### config.mk
export PLATFORM = sky130hd
export DESIGN_NAME = count_ctrl
export DESIGN_NICKNAME = d
export VERILOG_FILES = /design/src/rtl/count_ctrl_pkg.sv /design/src/rtl/count_ctrl_bcd_step.sv /design/src/rtl/count_ctrl.sv
export SDC_FILE = /design/constraint.sdc
export NUM_CORES = 1
export LEC_CHECK = 0
export ABC_AREA = 1
export CORE_MARGIN = 2
export CORE_UTILIZATION = 38
export DETAILED_ROUTE_END_ITERATION = 12
export PLACE_DENSITY = 0.62
export REMOVE_ABC_BUFFERS = 1
export SYNTH_ARGS = -nofsm -noshare
export SYNTH_HDL_FRONTEND = slang
export SYNTH_SLANG_ARGS = --single-unit
### constraint.sdc
create_clock -name i_Clk -period 1.5 [get_ports i_Clk]
set_input_delay 0.225 -clock i_Clk [delete_from_list [all_inputs] [get_ports i_Clk]]
set_output_delay 0.225 -clock i_Clk [all_outputs]
set_load 0.05 [all_outputs]
### src/rtl/count_ctrl_pkg.sv
// count_ctrl_pkg
// Purpose: shared definitions for the Go Board display counter controller.
//          Holds the FSM state encoding, the BCD digit constants used by
//          the step arithmetic, the default 25 MHz timing values and a
//          helper that sizes the repeat timer.
// Ports:   none (package).
package count_ctrl_pkg;

    // Grant/repeat controller states.
    typedef enum logic [1:0] {
        ST_IDLE       = 2'd0,
        ST_DELAY      = 2'd1,
        ST_REPEAT     = 2'd2,
        ST_CLEAR_HOLD = 2'd3
    } state_e;

    // BCD digit limits used by the step arithmetic.
    localparam logic [3:0] BCD_ZERO = 4'd0;
    localparam logic [3:0] BCD_NINE = 4'd9;

    // Default timing for a 25 MHz board clock.
    localparam int DEFAULT_COUNT_LIMIT  = 99;
    localparam int DEFAULT_REPEAT_DELAY = 12_500_000;  // 0.5 s to first repeat
    localparam int DEFAULT_REPEAT_RATE  = 2_500_000;   // 10 Hz repeat

    // Width of one down-counter able to hold the larger of the two reload
    // values (each reload is the interval minus one).
    function automatic int timer_width(input int delay_cycles, input int rate_cycles);
        int biggest;
        biggest = (delay_cycles > rate_cycles) ? delay_cycles : rate_cycles;
        if (biggest < 2) begin
            return 1;
        end
        return $clog2(biggest);
    endfunction

endpackage

### src/rtl/count_ctrl_bcd_step.sv
// count_ctrl_bcd_step
// Purpose: combinational one-step BCD increment/decrement with wrap at a
//          programmable two-digit limit. Shared by the Up and Down paths.
// Ports:
//   tens_i, ones_i         current BCD value
//   up_i                   1 = increment, 0 = decrement
//   lim_tens_i, lim_ones_i BCD limit value (wrap point)
//   tens_o, ones_o         stepped BCD value
//   wrap_o                 1 when this step wrapped around the range
module count_ctrl_bcd_step
    import count_ctrl_pkg::*;
(
    input  logic [3:0] tens_i,
    input  logic [3:0] ones_i,
    input  logic       up_i,
    input  logic [3:0] lim_tens_i,
    input  logic [3:0] lim_ones_i,
    output logic [3:0] tens_o,
    output logic [3:0] ones_o,
    output logic       wrap_o
);

    // Digit-wise arithmetic keeps the value in BCD so the display encoders
    // can consume each digit directly; no binary conversion is needed.
    always_comb begin
        tens_o = tens_i;
        ones_o = ones_i;
        wrap_o = 1'b0;
        if (up_i) begin
            if ((tens_i == lim_tens_i) && (ones_i == lim_ones_i)) begin
                tens_o = BCD_ZERO;
                ones_o = BCD_ZERO;
                wrap_o = 1'b1;
            end else if (ones_i == BCD_NINE) begin
                ones_o = BCD_ZERO;
                tens_o = tens_i + 4'd1;
            end else begin
                ones_o = ones_i + 4'd1;
            end
        end else begin
            if ((tens_i == BCD_ZERO) && (ones_i == BCD_ZERO)) begin
                tens_o = lim_tens_i;
                ones_o = lim_ones_i;
                wrap_o = 1'b1;
            end else if (ones_i == BCD_ZERO) begin
                ones_o = BCD_NINE;
                tens_o = tens_i - 4'd1;
            end else begin
                ones_o = ones_i - 4'd1;
            end
        end
    end

endmodule

### src/rtl/count_ctrl.sv
// count_ctrl
// Purpose: sequences the two-digit BCD display counter from debounced
//          button levels. Edge-detects Clear/Up/Down, arbitrates them
//          (Clear > Up > Down), adds press-and-hold auto-repeat and owns
//          the count value.
// Parameters:
//   COUNT_LIMIT   maximum count (0..99), wrap point for Up and Down
//   REPEAT_DELAY  cycles from first step to first auto-repeat (>= 2)
//   REPEAT_RATE   cycles between auto-repeat steps (>= 2)
// Ports:
//   i_Clk     system clock
//   i_Rst_L   synchronous active-low reset
//   i_Clear   debounced clear request level
//   i_Up      debounced increment request level
//   i_Down    debounced decrement request level
//   o_Ones    BCD ones digit
//   o_Tens    BCD tens digit
//   o_Wrap    one-cycle pulse on a wrapping step
//   o_Active  high while a request holds the grant
module count_ctrl
    import count_ctrl_pkg::*;
#(
    parameter int COUNT_LIMIT  = DEFAULT_COUNT_LIMIT,
    parameter int REPEAT_DELAY = DEFAULT_REPEAT_DELAY,
    parameter int REPEAT_RATE  = DEFAULT_REPEAT_RATE
) (
    input  logic       i_Clk,
    input  logic       i_Rst_L,
    input  logic       i_Clear,
    input  logic       i_Up,
    input  logic       i_Down,
    output logic [3:0] o_Ones,
    output logic [3:0] o_Tens,
    output logic       o_Wrap,
    output logic       o_Active
);

    localparam int TIMER_W = timer_width(REPEAT_DELAY, REPEAT_RATE);

    // The timer is loaded with interval-1 on a step and the next step fires
    // when it reads zero, giving exactly one step per interval.
    localparam logic [TIMER_W-1:0] DELAY_RELOAD = TIMER_W'(REPEAT_DELAY - 1);
    localparam logic [TIMER_W-1:0] RATE_RELOAD  = TIMER_W'(REPEAT_RATE - 1);
    localparam logic [TIMER_W-1:0] TIMER_ZERO   = '0;
    localparam logic [TIMER_W-1:0] TIMER_ONE    = TIMER_W'(1);

    localparam logic [3:0] LIM_TENS = 4'(COUNT_LIMIT / 10);
    localparam logic [3:0] LIM_ONES = 4'(COUNT_LIMIT % 10);

    state_e             state_q;
    logic [3:0]         tens_q;
    logic [3:0]         ones_q;
    logic               wrap_q;
    logic               dir_up_q;
    logic [TIMER_W-1:0] timer_q;
    logic               clear_prev_q;
    logic               up_prev_q;
    logic               down_prev_q;

    logic               clear_press;
    logic               up_press;
    logic               down_press;
    logic               step_up;
    logic               granted_level;
    logic [3:0]         tens_d;
    logic [3:0]         ones_d;
    logic               wrap_d;

    assign clear_press = i_Clear & ~clear_prev_q;
    assign up_press    = i_Up    & ~up_prev_q;
    assign down_press  = i_Down  & ~down_prev_q;

    // In IDLE the step direction comes from this cycle's winning press;
    // once granted it is locked to the stored direction.
    assign step_up       = (state_q == ST_IDLE) ? up_press : dir_up_q;
    assign granted_level = dir_up_q ? i_Up : i_Down;

    count_ctrl_bcd_step u_bcd_step (
        .tens_i     (tens_q),
        .ones_i     (ones_q),
        .up_i       (step_up),
        .lim_tens_i (LIM_TENS),
        .lim_ones_i (LIM_ONES),
        .tens_o     (tens_d),
        .ones_o     (ones_d),
        .wrap_o     (wrap_d)
    );

    // Single registered FSM. Previous-sample registers reset to 1 so that a
    // button held through reset must be released before it counts as a press.
    // Release takes precedence over a coinciding timer expiry; a Clear press
    // preempts an Up/Down grant.
    always_ff @(posedge i_Clk) begin
        if (!i_Rst_L) begin
            state_q      <= ST_IDLE;
            tens_q       <= BCD_ZERO;
            ones_q       <= BCD_ZERO;
            wrap_q       <= 1'b0;
            dir_up_q     <= 1'b0;
            timer_q      <= TIMER_ZERO;
            clear_prev_q <= 1'b1;
            up_prev_q    <= 1'b1;
            down_prev_q  <= 1'b1;
        end else begin
            clear_prev_q <= i_Clear;
            up_prev_q    <= i_Up;
            down_prev_q  <= i_Down;
            wrap_q       <= 1'b0;

            case (state_q)
                ST_IDLE: begin
                    if (clear_press) begin
                        tens_q  <= BCD_ZERO;
                        ones_q  <= BCD_ZERO;
                        state_q <= ST_CLEAR_HOLD;
                    end else if (up_press || down_press) begin
                        tens_q   <= tens_d;
                        ones_q   <= ones_d;
                        wrap_q   <= wrap_d;
                        dir_up_q <= up_press;
                        timer_q  <= DELAY_RELOAD;
                        state_q  <= ST_DELAY;
                    end
                end

                ST_DELAY, ST_REPEAT: begin
                    if (clear_press) begin
                        tens_q  <= BCD_ZERO;
                        ones_q  <= BCD_ZERO;
                        timer_q <= TIMER_ZERO;
                        state_q <= ST_CLEAR_HOLD;
                    end else if (!granted_level) begin
                        timer_q <= TIMER_ZERO;
                        state_q <= ST_IDLE;
                    end else if (timer_q == TIMER_ZERO) begin
                        tens_q  <= tens_d;
                        ones_q  <= ones_d;
                        wrap_q  <= wrap_d;
                        timer_q <= RATE_RELOAD;
                        state_q <= ST_REPEAT;
                    end else begin
                        timer_q <= timer_q - TIMER_ONE;
                    end
                end

                ST_CLEAR_HOLD: begin
                    if (!i_Clear) begin
                        state_q <= ST_IDLE;
                    end
                end

                default: begin
                    state_q <= ST_IDLE;
                end
            endcase
        end
    end

    assign o_Tens   = tens_q;
    assign o_Ones   = ones_q;
    assign o_Wrap   = wrap_q;
    assign o_Active = (state_q != ST_IDLE);

endmodule

# After elaboration in Yosys (flattened, before gate mapping)
# Cells that the tools add are included.
[op_classes]
add_sub_neg = 5
eq_ne = 12
mux = 46
n_bitwise = 7
n_reduce_logical = 14
[ops]
columns = ["cell", "count"]
rows = [
  ["$mux 24", 5],
  ["$mux 4", 20],
  ["$pmux 24 s2", 1],
  ["$logic_not 24->1", 1],
  ["$sub 24x1->24 const B", 1],
  ["$pmux 4 s2", 2],
  ["$mux 2", 6],
  ["$mux 1", 10],
  ["$reduce_and 3->1", 3],
  ["$add 4x1->4 const B", 2],
  ["$eq 4x4->1 const B", 2],
  ["$logic_not 4->1", 2],
  ["$sub 4x1->4 const B", 2],
  ["$ne 3x3->1 const B", 2],
  ["$pmux 2 s3", 1],
  ["$eq 2x2->1 const B", 2],
  ["$ne 2x2->1 const B", 2],
  ["$ne 4x4->1 const B", 1],
  ["$not 1->1", 4],
  ["$reduce_and 4->1", 1],
  ["$reduce_bool 2->1", 2],
  ["$and 1x1->1", 3],
  ["$ne 3x2->1 const B", 1],
  ["$eq 2x1->1 const B", 1],
  ["other kinds (6)", 7],
]
[totals]
reg_bits = 39
input_bits = 5
wordCells = 93

# Logic depth before layout (Yosys ltp)
# Gate-level depths: netlist of the first run.
[logic_depth]
ltp_word = 8
depth_mapped = 13

# By module
# Synthesis of the first run repeated with hierarchy kept, for this count alone.
[hier_totals]
hier_cells = 482
hier_area_um2 = 2944.1
[modules_own_cells]
columns = ["module", "n_inst", "cells_each", "area_each_um2", "seq_area_each_um2"]
rows = [
  ["count_ctrl", 1, 353, 2257.2, 780.7],
  ["count_ctrl_bcd_step", 1, 129, 686.9, 0.0],
]

# Worst setup path before layout of the first run
# No wires, ideal clock.
[synth_timing]
kind = "register to register"
start = "reg tens_q[0], in the netlist o_Tens[0]"
end = "reg tens_q[3], in the netlist o_Tens[3]"
arrival_time_ns = 1.717
slack_ns = -0.330
path_stages_with_launch = 11
cell_sequence = "dfxtp_1 inv_1 ha_1 nand2_1 nor2_1 nand2_1 nand2_1 o21ai_0 nor2_1 nor2_1 nor2_1"
[synth_via]
elab_chain_len = 8
elab_cells_between_ends = 17
[synth_lines]
columns = ["item", "line_no", "source"]
rows = [
  ["from (decl)", "count_ctrl.sv:51", "logic [3:0] tens_q;"],
  ["from (signal assigned)", "count_ctrl.sv:117", "tens_q <= tens_d;"],
  ["from (signal assigned)", "count_ctrl.sv:136", "tens_q <= tens_d;"],
  ["$sub 4x1->4, or another cell as far along", "count_ctrl_bcd_step.sv:47", "tens_o = tens_i - 4'd1;"],
  ["$mux 4, or another cell as far along", "count_ctrl_bcd_step.sv:45", "end else if (ones_i == BCD_ZERO) begin"],
  ["$mux 4, on equally long branches", "count_ctrl_bcd_step.sv:41, count_ctrl_bcd_step.sv:30", ""],
  ["$mux 4 (*)", "count_ctrl_bcd_step.sv:29", "if (up_i) begin"],
  ["$mux 4", "count_ctrl.sv:135", "end else if (timer_q == TIMER_ZERO) begin"],
  ["$mux 4", "count_ctrl.sv:132", "end else if (!granted_level) begin"],
  ["$mux 4", "count_ctrl.sv:127", "if (clear_press) begin"],
  ["$pmux 4 s2 (*)", "count_ctrl.sv:110", "case (state_q)"],
]
# Every way passes the cells marked *; elsewhere a longest branch is shown, timed or not. The select of a mux whose other input is x is not followed.
# A chain may end at the register's enable or synchronous reset.

# Worst setup path in the final report of the first run
[layout_timing]
start = "reg state_q[0]"
end = "reg tens_q[2], in the netlist o_Tens[2]"
[layout_via]
elab_chain_len = 7
elab_cells_between_ends = 17
[layout_lines]
columns = ["item", "line_no", "source"]
rows = [
  ["from (decl)", "count_ctrl.sv:50", "state_e state_q;"],
  ["from (signal assigned)", "count_ctrl.sv:95", "state_q <= ST_IDLE;"],
  ["from (signal assigned)", "count_ctrl.sv:115", "state_q <= ST_CLEAR_HOLD;"],
  ["from (signal assigned)", "count_ctrl.sv:122", "state_q <= ST_DELAY;"],
  ["$logic_not 2->1", "count_ctrl.sv:75, count_ctrl.sv:110", ""],
  ["$mux 1", "count_ctrl.sv:75", "assign step_up = (state_q == ST_IDLE) ? up_press : dir_up_q;"],
  ["$mux 4", "count_ctrl_bcd_step.sv:29", ""],
  ["$mux 4", "count_ctrl.sv:135", ""],
  ["$mux 4", "count_ctrl.sv:132", ""],
  ["$mux 4", "count_ctrl.sv:127", ""],
  ["$pmux 4 s2", "count_ctrl.sv:110", ""],
]
# Parallel ways exist; a longest one is shown, timed or not. The select of a mux whose other input is x is not followed.

==> results of run 1 <==
-- timing repair --
item,4_1_cts,5_1_grt
gates resized for setup,42,75
pin swaps,14,25
endpoints found under the setup margin,34,36
setup buffers,5,10
-- sequential cells by signal (all words and copies together), names as in the netlist --
signal        cells
down_prev_q       1
o_Tens            4
clear_prev_q      1
state_q           2
o_Wrap            1
up_prev_q         1
dir_up_q          1
o_Ones            4
timer_q          24
-- cell type report --
| type | instances | share of cell area (%) |
|---|---|---|
| multi-input combinational | 330 | 48.46 |
| timing repair buffer | 98 | 21.90 |
| sequential | 39 | 19.87 |
| inverter | 37 | 3.912 |
| tap | 96 | 2.957 |
| clock buffer | 6 | 2.033 |
| clock inverter | 2 | 0.8626 |
-- metal layers --
layer	up-vias	routed length, µm	global-route usage, %
li1	1502	-	-
met4	0	189	6.573
met5	-	0	0
met2	52	3571	30.65
met3	24	298	4.241
met1	1345	3325	24.93
-- path summary, 6_finish.rpt --
| check | slack (ps) | cells after the start | endpoint | start |
|---|---|---|---|---|
| hold / removal | 200 | 3 | clear_prev_q | i_Clear |
| hold reg to reg | 510 | 2 | dir_up_q | dir_up_q |
| setup / recovery | -40 | 14 | o_Tens[2] | state_q[0] |
| setup reg to reg | -40 | 14 | o_Tens[2] | state_q[0] |
-- cell families (layout without fill, tap and decap cells) --
family	after synthesis	in the layout
simple gates	253	253
fa+ha+maj	8	8
flops	39	39
compound gates	52	52
xor+xnor	17	17
buf+inv	46	143
-- stage by stage --
stage          std cells  setup slack [ps]  power, µW  setup TNS [ps]  area (µm²)
4_1_cts              598            -36.48       9775          -116.2        3761
6_report             608            -42.85      10650          -136.5        4061
3_5_place_dp         585            -406.1       8140           -9968        3471
3_3_place_gp         585            -306.7       8087           -8695        3471
2_1_floorplan        406            -329.7       5655           -2658        2605
5_1_grt              608            -176.5      11490           -1685        4061
-- worst reg2reg max path, stage by stage (launching register included) --
cell     delay [ps]
dfxtp_2         330
inv_2            70
ha_4            160
buf_6           130
inv_6            40
nand2_2          40
o21ai_1          50
buf_4           150
buf_6           110
nand3_2          60
nand2_1          50
nand2_1          60
nand4_1          80
nand2_1          80
nor2_1           40
-- report_power, final --
part	total (µW)	internal [µW]	leakage [µW]	switching, µW
registers	1890	1460	0.000328	427
logic	7830	3550	0.00154	4280
clock network	937	539	0.0000612	398
total	10700	5550	0.00193	5100
-- layout by cell type (no fill, tap or decap), types with 6 or more instances in the layout --
cell	n
xor2_1	13
nor2_4	17
dfxtp_1	22
nor2_1	58
nand2_2	17
nand2_4	8
ha_1	6
dfxtp_2	15
buf_4	78
inv_1	20
nor2_2	16
buf_6	7
inv_2	13
o21ai_0	20
nand2_1	94
a21oi_1	19
clkbuf_8	6
buf_12	9
nand3_1	19
==> flow_summary_export.csv, run 1 <==
group,metric,value,unit
cts,cts_tree,"built",
cts,clk_pin_slew_worst_paths,80,ps
layout,diodes,0,
timing,slew_viol_final,0,
timing,max_freq,0.6482,GHz
layout,area_growth,52.90,%
place,gp_congestion,0.8774,
timing,slew_headroom,82.22,%
die,io-pin-count,15,
run_status,violations,"setup timing",
cts,clkLatencyLatePin,300,ps
logic_synthesis,ys_top_cells_by_area,"dfxtp_1, nand2_1, nor2_1, o21ai_0, nand3_1",
logic_synthesis,synth.distinct_cells,34,
setup_path,slowest_delay,330,ps
logic_synthesis,yosys.area_share.xor_xnor,5.605,%
routing,wl,7385,µm
timing,min_period,1543,ps
grt,grt_use_total,18.95,%
routing,wl_per_cell,12.15,µm
routing,via_count,2923,
timing,worstMarginPinSlew,264.7,ps
setup_path,crit_arrival,1750,ps
logic_synthesis,syn_inst,415,
logic_synthesis,synth-seq-cells,39,
timing,setup_viol,5,
logic_synthesis,ys_top_cells_by_count,"nand2_1, nor2_1, dfxtp_1",
place,dp_hpwl,5037,µm
logic_synthesis,syn_area_per_cell,6.401,µm²
routing,vias_per_cell,4.808,
die,start_util,39.10,%
grt,grt_first_pass_wirelength,11540,µm
routing,drtAntennaViolNets,0,
logic_synthesis,synth_top_area_share,29.39,%
logic_synthesis,yosysMostFrequentCell,"nand2_1",
setup_path,crit_path_start_kind,"flip-flop",
timing,rsz0062_at_grt,"true",
power,p_per_area,2623,mW/mm²
logic_synthesis,synth_compound_area_share,10.27,%
die,fp.dieW,87.61,µm
timing,finClkSkew,11.27,ps
setup_path,crit_top_cell,"nand2_1",
grt,grt_overflow,0,
die,die-area,0.007675,mm²
setup_path,end_kind,"flip-flop",
logic_synthesis,muxShareOfSynthArea,0,%
timing,finalHoldViolCount,0,
die,design.core.area,0.006794,mm²
logic_synthesis,synthSimpleGateAreaFrac,43.71,%
cts,clock_sinks,39,
place,io_buffers,14,
min_path,hp-class,"primary input to flip-flop",
grt,grt_max_degree,23,
logic_synthesis,async_flop_share,0,%
logic_synthesis,syn_area,0.002656,mm²
logic_synthesis,synth_fa_ha_area_share,3.768,%
cts,numCtsBuffers,5,
power,leakagePower,0.001927,µW
timing,setup_ws,-42.85,ps
logic_synthesis,synth_top_family_by_area,"simple AND/OR/NAND/NOR gates",
setup_path,crit_path_max_fanout,5,
setup_path,critical_path_class,"flip-flop to flip-flop",
grt,antenna_found_initial,0,
power,irDropWorstVdd,1114,µV
logic_synthesis,synth_ff_type,"dfxtp_1",
cts,cts_max_path_buffers,2,
routing,drtPass1Iterations,4,
layout,fill_cells,575,
die,fp-row-count,30,
setup_path,worstPathCellList,"inv_2 > ha_4 > buf_6 > inv_6 > nand2_2 > o21ai_1 > buf_4 > buf_6 > nand3_2 > nand2_1 > nand2_1 > nand4_1 > nand2_1 > nor2_1",
cts,htreeDepth,2,
die,die_y,87.61,µm
setup_path,cp_slowest_cell,"dfxtp_2",
logic_synthesis,yosys_warnings,0,
grt,grt_pass1_vias,2577,
logic_synthesis,ys_seq_area_share,29.39,%
setup_path,crit_buf_inv,5,
flow_run,cap_violations,0,
run_status,status,"finished with violations",
layout,area.sequential,807.0,µm²
timing,min_period_over_period,102.9,%
timing,holdWs,203.0,ps
setup_path,path_delay_family,"buffers and inverters",
routing,first_iter_violations,112,
layout,layout.nets,524,
cts,cts_root_buf,"clkbuf_8",
layout,layout-drive-gt1-share,42.77,%
cts,cts_hold_buffers,0,
setup_path,worstPathRequired,1700,ps
routing,drc,0,
logic_synthesis,yosysTopAreaCell,"dfxtp_1",
logic_synthesis,synth-edff-count,0,
layout,multi_input_area,0.001968,mm²
layout,final_core_util,59.78,%
(Power assumes the default switching activity.)
==> inputs of run 2 (changes only) <==
--- a/config.mk
+++ b/config.mk
@@ -8,6 +8,7 @@
 export ABC_AREA = 1
 export CORE_MARGIN = 2
 export CORE_UTILIZATION = 38
+export CTS_CLUSTER_SIZE = 40
 export DETAILED_ROUTE_END_ITERATION = 12
 export PLACE_DENSITY = 0.62
 export REMOVE_ABC_BUFFERS = 1
==> results of run 2 <==
The final DEF is identical to that of run 1; final timing and power are the same.
